===== src/rtl/ccd_capture_ctrl.sv =====
// OV5640 DVP frame-capture controller: arms on start, skips frames, packs byte pairs into 16-bit pixels, checks geometry.
// Optional watchdog enabled by defining CCD_CAPTURE_TIMEOUT_EN.
module ccd_capture_ctrl #(
    parameter int CW          = 12,
    parameter int TIMEOUT_CYC = 1000000
) (
    input  logic          CCD_PCLK,
    input  logic          CCD_RST,
    input  logic          CCD_VSYNC,
    input  logic          CCD_HSYNC,
    input  logic [7:0]    CCD_DATA,
    input  logic          start,
    input  logic          stop,
    input  logic          continuous,
    input  logic [3:0]    skip_frames,
    input  logic [CW-1:0] cfg_hsize,
    input  logic [CW-1:0] cfg_vsize,
    output logic          busy,
    output logic [15:0]   pix_data,
    output logic          pix_valid,
    output logic          pix_sof,
    output logic          line_end,
    output logic          frame_done,
    output logic          frame_err,
    output logic [3:0]    err_flags,
    output logic [CW-1:0] meas_hsize,
    output logic [CW-1:0] meas_vsize,
    output logic [15:0]   frame_cnt
);

    typedef enum logic [2:0] {
        S_IDLE,
        S_SYNC,
        S_ARM,
        S_ACTIVE,
        S_DONE
    } state_t;

    localparam logic [CW-1:0] CNT_MAX = '1;

    state_t        state;
    logic          vsync_s1, vsync_s2;
    logic          hsync_s1, hsync_s2;
    logic [7:0]    data_s1;
    logic [3:0]    skip_cnt;
    logic          stop_pending;
    logic          phase;
    logic [7:0]    hi_byte, lo_byte;
    logic          pair_ready;
    logic          sof_pending;
    logic [CW-1:0] pix_cnt;
    logic [CW-1:0] line_cnt;

    logic vs_rise, vs_fall, hs_fall;
    logic capture, line_close, vsize_bad;

    assign vs_rise = vsync_s1 & ~vsync_s2;
    assign vs_fall = ~vsync_s1 & vsync_s2;
    assign hs_fall = ~hsync_s1 & hsync_s2;
    assign busy    = (state != S_IDLE);

    // Bytes seen while VSYNC has already risen belong to blanking and are not packed.
    assign capture    = hsync_s1 & ~vsync_s1;
    assign line_close = (hs_fall | vs_rise) & ((pix_cnt != '0) | phase);
    assign vsize_bad  = (line_cnt != cfg_vsize);

`ifdef CCD_CAPTURE_TIMEOUT_EN
    localparam logic [31:0] WD_LAST = 32'(TIMEOUT_CYC - 1);
    logic [31:0] wd_cnt;
    logic        wd_run;
    logic        timeout_hit;

    assign wd_run      = (state == S_SYNC) | (state == S_ARM) | (state == S_ACTIVE);
    assign timeout_hit = wd_run & ~(vs_rise | vs_fall) & (wd_cnt == WD_LAST);

    // Held at zero in IDLE, so entering SYNC always starts a fresh count.
    always_ff @(posedge CCD_PCLK) begin
        if (CCD_RST || state == S_IDLE || vs_rise || vs_fall) begin
            wd_cnt <= '0;
        end else if (wd_run) begin
            wd_cnt <= wd_cnt + 32'd1;
        end
    end
`else
    localparam int timeout_unused = TIMEOUT_CYC;
    logic timeout_hit;
    assign timeout_hit = 1'b0;
`endif

    always_ff @(posedge CCD_PCLK) begin
        if (CCD_RST) begin
            state        <= S_IDLE;
            vsync_s1     <= 1'b0;
            vsync_s2     <= 1'b0;
            hsync_s1     <= 1'b0;
            hsync_s2     <= 1'b0;
            data_s1      <= '0;
            skip_cnt     <= '0;
            stop_pending <= 1'b0;
            phase        <= 1'b0;
            hi_byte      <= '0;
            lo_byte      <= '0;
            pair_ready   <= 1'b0;
            sof_pending  <= 1'b0;
            pix_cnt      <= '0;
            line_cnt     <= '0;
            pix_data     <= '0;
            pix_valid    <= 1'b0;
            pix_sof      <= 1'b0;
            line_end     <= 1'b0;
            frame_done   <= 1'b0;
            frame_err    <= 1'b0;
            err_flags    <= '0;
            meas_hsize   <= '0;
            meas_vsize   <= '0;
            frame_cnt    <= '0;
        end else begin
            vsync_s1 <= CCD_VSYNC;
            hsync_s1 <= CCD_HSYNC;
            data_s1  <= CCD_DATA;
            vsync_s2 <= vsync_s1;
            hsync_s2 <= hsync_s1;

            line_end   <= 1'b0;
            frame_done <= 1'b0;
            frame_err  <= 1'b0;
            pair_ready <= 1'b0;
            pix_valid  <= pair_ready;
            pix_sof    <= pair_ready & sof_pending;
            if (pair_ready) begin
                pix_data    <= {hi_byte, lo_byte};
                sof_pending <= 1'b0;
            end

            case (state)
                S_IDLE: begin
                    stop_pending <= 1'b0;
                    if (start) begin
                        skip_cnt <= skip_frames;
                        state    <= S_SYNC;
                    end
                end
                S_SYNC: begin
                    if (stop) state <= S_IDLE;
                    else if (vsync_s1) state <= S_ARM;
                end
                S_ARM: begin
                    if (stop) begin
                        state <= S_IDLE;
                    end else if (vs_fall) begin
                        if (skip_cnt != '0) begin
                            skip_cnt <= skip_cnt - 4'd1;
                            state    <= S_SYNC;
                        end else begin
                            line_cnt    <= '0;
                            pix_cnt     <= '0;
                            phase       <= 1'b0;
                            err_flags   <= '0;
                            sof_pending <= 1'b1;
                            state       <= S_ACTIVE;
                        end
                    end
                end
                S_ACTIVE: begin
                    if (stop) stop_pending <= 1'b1;
                    if (capture) begin
                        if (!phase) begin
                            hi_byte <= data_s1;
                            phase   <= 1'b1;
                        end else begin
                            lo_byte    <= data_s1;
                            pair_ready <= 1'b1;
                            phase      <= 1'b0;
                            pix_cnt    <= (pix_cnt == CNT_MAX) ? pix_cnt : pix_cnt + 1'b1;
                        end
                    end
                    if (line_close) begin
                        line_end   <= 1'b1;
                        meas_hsize <= pix_cnt;
                        if (pix_cnt != cfg_hsize) err_flags[0] <= 1'b1;
                        if (phase) err_flags[2] <= 1'b1;
                        line_cnt <= (line_cnt == CNT_MAX) ? line_cnt : line_cnt + 1'b1;
                        pix_cnt  <= '0;
                        phase    <= 1'b0;
                    end
                    if (vs_rise) state <= S_DONE;
                end
                S_DONE: begin
                    meas_vsize <= line_cnt;
                    if (vsize_bad) err_flags[1] <= 1'b1;
                    frame_done <= 1'b1;
                    frame_cnt  <= frame_cnt + 16'd1;
                    frame_err  <= (err_flags != '0) | vsize_bad;
                    if (stop) stop_pending <= 1'b1;
                    state <= (continuous && !stop_pending && !stop) ? S_ARM : S_IDLE;
                end
                default: state <= S_IDLE;
            endcase

            if (timeout_hit) begin
                err_flags[3] <= 1'b1;
                frame_err    <= 1'b1;
                state        <= S_IDLE;
            end
        end
    end

endmodule

===== config.mk =====
export PLATFORM = sky130hd
export DESIGN_NAME = ccd_capture_ctrl
export DESIGN_NICKNAME = d
export VERILOG_FILES = /design/src/rtl/ccd_capture_ctrl.sv
export SDC_FILE = /design/constraint.sdc
export NUM_CORES = 1
export LEC_CHECK = 0
export BUFFER_PORTS_ARGS = -buffer_cell sky130_fd_sc_hd__buf_2
export CAP_MARGIN = 20
export CORE_MARGIN = 2
export CORE_UTILIZATION = 49
export CTS_CLUSTER_DIAMETER = 30
export DETAILED_ROUTE_END_ITERATION = 8
export PLACE_DENSITY = 0.72
export RECOVER_POWER = 100
export SYNTH_ARGS = -nofsm -noshare
export SYNTH_HDL_FRONTEND = slang
export SYNTH_SLANG_ARGS = --single-unit
export TNS_END_PERCENT = 10

===== constraint.sdc =====
create_clock -name CCD_PCLK -period 3.8 [get_ports CCD_PCLK]
set_clock_uncertainty 0.2 [all_clocks]
set_input_delay 0.76 -clock CCD_PCLK [delete_from_list [all_inputs] [get_ports CCD_PCLK]]
set_output_delay 0.76 -clock CCD_PCLK [all_outputs]
set_load 0.1 [all_outputs]

==> results of run 1 <==
## state kept, by name, summed over array words and instances (netlist names), 3 cells and up
name and cells:
line_cnt 12, pix_cnt 12, frame_cnt 16, lo_byte 8, skip_cnt 4, meas_vsize 12
hi_byte 8, state 3, meas_hsize 12, data_s1 8, pix_data 16, err_flags 3
## through the flow
step	utilization, %	instance area, um^2	instances	power [W]
after CTS	60.28	6824	902	0.003576
after global routing	59.41	6725	903	0.003696
final	59.41	6725	903	0.003555
after global placement	54.84	6208	870	0.001891
after floorplan	-	5634	659	0.001790
after detailed placement	54.84	6208	870	0.001901
## power breakdown
group | switching, W | leakage (nW) | internal [W]
registers | 0.0000574 | 1.03 | 0.00137
logic | 0.000316 | 1.04 | 0.000135
clock network | 0.000678 | 0.300 | 0.00100
total | 0.00105 | 2.36 | 0.00250
## layer usage
layer / vias up / track usage, %
met5: - / 0
met4: 0 / 8.724
met3: 28 / 4.374
met2: 175 / 35.89
met1: 2368 / 29.43
li1: 2500 / -
## layout by cell type (no fill, tap or decap), types with 3 or more instances in the layout
master     synthesis  layout
a211oi_1           4       4
dfxtp_1          127     127
a31oi_1            6       6
a311oi_1           3       3
buf_2             15      41
nor3_1            10      10
nor2b_1           16      16
o31ai_1            8       8
or3_1             10      10
mux2i_1           24      24
or4_1             12      12
a41oi_1            3       3
clkbuf_1          28      68
a21oi_1           64      64
ha_1               6       6
nand2_1           91      91
nand3_1           29      29
a32oi_1            4       4
nor2_1            54      55
and3_1             7       7
nand4_1           11      11
o21ai_0           17      17
xnor2_1            7       7
clkbuf_16          0      17
inv_8              0       4
inv_6              0       6
inv_1             12      12
nand2b_1           4       4
o41ai_1            3       3
buf_4              2       8
nor4_1            15      15
xor2_1            29      29
## tightest hold or removal path: stages, from the launching register on
cell,delay [ns]
dfxtp_1,0.31
nand2_1,0.05
a21oi_1,0.05
## cells by family (layout without fill, tap and decap cells)
logic type	after synthesis	in the layout	share of synthesized area, %
AND/OR/NAND/NOR	279	279	25.07
flip-flops	127	127	45.13
AO/OA/AOI/OAI	126	126	13.81
buffers and inverters	60	161	4.730
XOR/XNOR	36	36	5.596
multiplexers	24	24	4.264
adder cells (fa/ha/maj)	6	6	1.332
other	1	1	0.06656
## final cells by class
type / instances / area share (%)
repair buffers: 117 / 7.740
flip-flops and latches: 127 / 37.80
inverters: 12 / 0.6698
clock buffers: 17 / 6.326
well taps: 143 / 2.660
multi-input cells: 472 / 41.97
clock inverters: 15 / 2.828
## final timing paths
check / start / endpoint / slack (ns) / cells after the start
max: state[0] / busy / 0.74 / 2
min: data_s1[0] / lo_byte[0] / 0.25 / 2
max reg2reg: state[1] / line_cnt[11] / 0.86 / 6
min reg2reg: data_s1[0] / lo_byte[0] / 0.25 / 2
## cell usage after synthesis, drive strengths merged (8+ instances only)
| library cell | count |
|---|---|
| or3 | 10 |
| nand2 | 91 |
| xor2 | 29 |
| nor2b | 16 |
| nand3 | 29 |
| mux2i | 24 |
| nor2 | 55 |
| buf | 20 |
| nor4 | 15 |
| a21oi | 64 |
| nand4 | 12 |
| o31ai | 8 |
| dfxtp | 127 |
| inv | 12 |
| nor3 | 11 |
| clkbuf | 28 |
| o21ai | 19 |
| or4 | 12 |
==> flow_metrics.env, run 1 <==
export IMPL_wl_met2_mm=6.386
export IMPL_cp_required_ns=2.84
export IMPL_antenna_cells=0
export IMPL_wl_met1_mm=6.071
export IMPL_routed_wl_mm=13.59
export IMPL_chipWidth_um=111.2
export IMPL_regArea_mm2=0.002542
export IMPL_synth_distinct_cells=58
export IMPL_rsz0062_at_grt="false"
export IMPL_grt_pass1_wl_mm=22.86
export IMPL_postSynthCellCount=659
export IMPL_multi_input_area_mm2=0.002823
export IMPL_grt_max_degree=60
export IMPL_crit_buf_inv=1
export IMPL_cp_top_family="buffers and inverters"
export IMPL_cts_tree="done"
export IMPL_clk_latency_ns=0.41
export IMPL_crit_fanout=16
export IMPL_syn_avg_cell_area_um2=8.550
export IMPL_ys_seq_elements=127
export IMPL_cts_hold_buffers_added=0
export IMPL_tightestPinTransition_ns=1.366
export IMPL_drive_gt1_share_pct=11.58
export IMPL_tns_ns=0
export IMPL_min_period_ns=3.058
export IMPL_p_leak_nw=2.365
export IMPL_htree_levels=4
export IMPL_dieArea_mm2=0.01237
export IMPL_first_iter_violations=424
export IMPL_grt_antenna_before_repair=0
export IMPL_ir_drop_uv=395.3
export IMPL_grt_pass1_vias=4742
export IMPL_max_freq_ghz=0.3270
export IMPL_synth_edf_count=0
export IMPL_synth_nets=708
export IMPL_n_fill_cell=1020
export IMPL_grtUsageTotal_pct=22.24
export IMPL_syn_area_mm2=0.005634
export IMPL_synthTopCellsByArea="dfxtp_1 45%, nand2_1 6.1%, a21oi_1 5.7%"
export IMPL_remaining_drc_errors=0
export IMPL_path_class="flop to primary output"
export IMPL_holdWs_ns=0.2509
export IMPL_netlist_area_leader_share_pct=45.13
export IMPL_highest_layer="met4"
export IMPL_fin_nets=796
export IMPL_synthFlopType="dfxtp_1"
export IMPL_cp_start_kind="flop"
export IMPL_start_util_pct=49.77
export IMPL_cpPeakStageDelay_ns=0.86
export IMPL_portBuffers=107
export IMPL_synth_async_reset_ratio_pct=0
export IMPL_power_density_mw_per_mm2=528.7
export IMPL_first_pass_iters=5
export IMPL_finalHoldViolCount=0
export IMPL_hold_class="flop to flop"
export IMPL_vias=5071
export IMPL_gp_congestion=0.8947
export IMPL_slowest_stage="clkbuf_1"
export IMPL_drv_slew=0
export IMPL_post_route_period_util_pct=80.48
export IMPL_cts_buffers=17
export IMPL_yosysSeqAreaShare_pct=45.13
export IMPL_cts_root_buf="clkbuf_16"
export IMPL_grt_ovfl_total=0
export IMPL_status="complete, no violations"
export IMPL_routed_wl_met3_um=841
export IMPL_crit_chain="or3_1 > clkbuf_1"
export IMPL_wire_per_inst_um=15.05
export IMPL_post_dp_hpwl_mm=9.208
export IMPL_drv_cap=0
export IMPL_synth_largest_area_cell="dfxtp_1"
export IMPL_area_growth_pct=19.36
export IMPL_clock_sinks=127
export IMPL_clk_pin_slew_ns=0.06
export IMPL_core_mm2=0.01132
export IMPL_rows=39
export IMPL_relSlewSlack_pct=8.966
export IMPL_setup_viol=0
export IMPL_ant_nets=0
export IMPL_ios=109
export IMPL_arrival_ns=2.10
export IMPL_setup_ws_ns=0.7419
export IMPL_fp_dieH_um=111.2
export IMPL_vias_per_cell=5.616
export IMPL_cts_resized=0
export IMPL_cts_setup_buffers=0
export IMPL_end_kind="primary output"
export IMPL_cts_buffer_depth=2
export IMPL_synth_warnings=0
export IMPL_pre_cts_slack_ns=0.8043
Note: power is estimated with default switching activity, not from simulation.
==> run 2, diff against run 1 <==
clock period = 2.97 ns   (was 3.8 ns; I/O delays follow)
==> run 2 against run 1 <==
Clock-buffer cell count is 6 higher. Combinational power up 35%. First-iteration DRC count decreased by 25%. Core utilization up 0.65 points. Cell count is 1.2% higher. Sequential power up 27%. Worst setup slack got worse by 0.52 ns. Hold slack lost 0.069 ns. Critical endpoint is now pix_cnt[9]. Largest cell class unchanged. Highest routed layer unchanged.
==> flow_metrics.env, run 2 (synthesized netlist as in run 1, its figures left out) <==
export IMPL_status="complete, no violations"
export IMPL_ant_nets=0
export IMPL_cts_hold_buffers_added=0
export IMPL_arrival_ns=2.87
export IMPL_min_to="data_s1[2]"
export IMPL_cts_buffer_depth=2
export IMPL_p_leak_nw=2.413
export IMPL_min_period_ns=2.748
export IMPL_worstReg2RegEnd="pix_cnt[9]"
export IMPL_htree_levels=4
export IMPL_final_common_cell="dfxtp_1"
export IMPL_max_freq_ghz=0.3639
export IMPL_vias_per_cell=5.681
export IMPL_grt_max_degree=44
export IMPL_ir_drop_uv=595.1
export IMPL_antenna_cells=0
export IMPL_post_dp_hpwl_mm=9.672
export IMPL_cts_setup_buffers=0
export IMPL_min_from="CCD_DATA[2]"
export IMPL_drv_cap=0
export IMPL_clk_latency_ns=0.41
export IMPL_gp_congestion=0.9214
export IMPL_path_class="flop to flop"
export IMPL_routed_wl_mm=13.88
export IMPL_power_density_mw_per_mm2=673.2
export IMPL_grt_ovfl_total=0
export IMPL_relSlewSlack_pct=16.32
export IMPL_hold_depth=2
export IMPL_hold_class="primary input to flop"
export IMPL_cts_tree="done"
export IMPL_core_mm2=0.01132
export IMPL_first_iter_violations=317
export IMPL_grt_pass1_vias=4884
export IMPL_wire_per_inst_um=15.19
export IMPL_grt_antenna_before_repair=0
export IMPL_reg2reg_depth=8
export IMPL_setup_viol=0
export IMPL_rows=39
export IMPL_holdWs_ns=0.1824
export IMPL_tns_ns=0
export IMPL_cts_root_buf="clkbuf_16"
export IMPL_dieArea_mm2=0.01237
export IMPL_start_util_pct=49.77
export IMPL_first_pass_iters=5
export IMPL_end_kind="flop"
export IMPL_drv_slew=0
export IMPL_final_cell_mix="127 x dfxtp_1, 91 x nand2_1, 72 x clkbuf_1"
export IMPL_area_growth_pct=20.68
export IMPL_cp_required_ns=3.09
export IMPL_r2r_slack_ns=0.22
export IMPL_fin_nets=807
export IMPL_grt_use_met1_pct=28.93
export IMPL_pre_cts_slack_ns=0.2954
export IMPL_busiest_layer="met2"
export IMPL_setup_ws_ns=0.2220
export IMPL_top_regs="frame_cnt x16, pix_data x16"
export IMPL_rsz0062_at_grt="false"
export IMPL_clock_sinks=127
export IMPL_cts_resized=0
export IMPL_remaining_drc_errors=0
export IMPL_clk_pin_slew_ns=0.06
export IMPL_chipWidth_um=111.2
export IMPL_post_route_period_util_pct=92.53
export IMPL_tightestPinTransition_ns=1.255
export IMPL_cp_start_kind="flop"
export IMPL_vias=5192
export IMPL_crit_fanout=10
export IMPL_grtUsageMet3_pct=5.905
export IMPL_fp_dieH_um=111.2
export IMPL_cts_buffers=17
export IMPL_n_fill_cell=1042
export IMPL_grtUsageTotal_pct=22.64
export IMPL_portBuffers=107
export IMPL_grt_pass1_wl_mm=23.00
export IMPL_finalHoldViolCount=0
export IMPL_utilization_pct=60.06
export IMPL_ios=109
export IMPL_use_met2_pct=36.46
export IMPL_drive_gt1_share_pct=12.32
export IMPL_r2r_start="skip_cnt[0]"
-- run 2: final cells by class --
class,instances,area (um^2),area share (%)
multi-input combinational,472,2820,41.48
inverter,12,45.04,0.6625
tap,143,178.9,2.632
clock buffer,23,457.9,6.735
sequential,127,2542,37.39
clock inverter,9,157.7,2.319
timing repair buffer,128,596.8,8.778
-- run 2: how the worst max path moves through the flow --
stage / startpoint / end / slack, ns / depth (start not counted)
after global routing: skip_cnt[0] / pix_cnt[9] / 0.06 / 8
after global placement: pix_cnt[0] / pix_cnt[8] / 0.44 / 8
final: skip_cnt[0] / pix_cnt[9] / 0.22 / 8
after detailed placement: pix_cnt[0] / pix_cnt[11] / 0.30 / 8
after CTS: pix_cnt[0] / line_cnt[10] / 0.28 / 8
after floorplan: frame_cnt[3] / frame_cnt[12] / 0.49 / 5
-- run 2: metrics by stage --
stage	power [W]	cells	instance area, um^2
after floorplan	0.002291	659	5634
after global placement	0.002441	882	6299
after detailed placement	0.002458	882	6299
after CTS	0.004622	914	6914
after global routing	0.004758	914	6799
final	0.004577	914	6799
-- run 2: layer usage --
layer / share of wire (%) / wire, um
met2: 48 / 6610
met4: 2.0 / 276
met1: 45 / 6250
met3: 5.4 / 744
met5: 0 / 0
-- run 2: critical path, cell delays in order (launching register included) --
cell and delay (ns):
dfxtp_1 0.31, inv_1 0.12, ha_1 0.16, nor3b_1 0.58
a41o_1 0.31, clkbuf_2 0.28, nand3_1 0.14, or3_1 0.34
a211oi_1 0.22
-- run 2: power by group --
group,total (W),switching [W],internal (W)
Combinational,0.000611,0.000424,0.000188
Clock,0.00216,0.000731,0.00143
Sequential,0.00181,0.0000564,0.00175
Total,0.00458,0.00121,0.00337
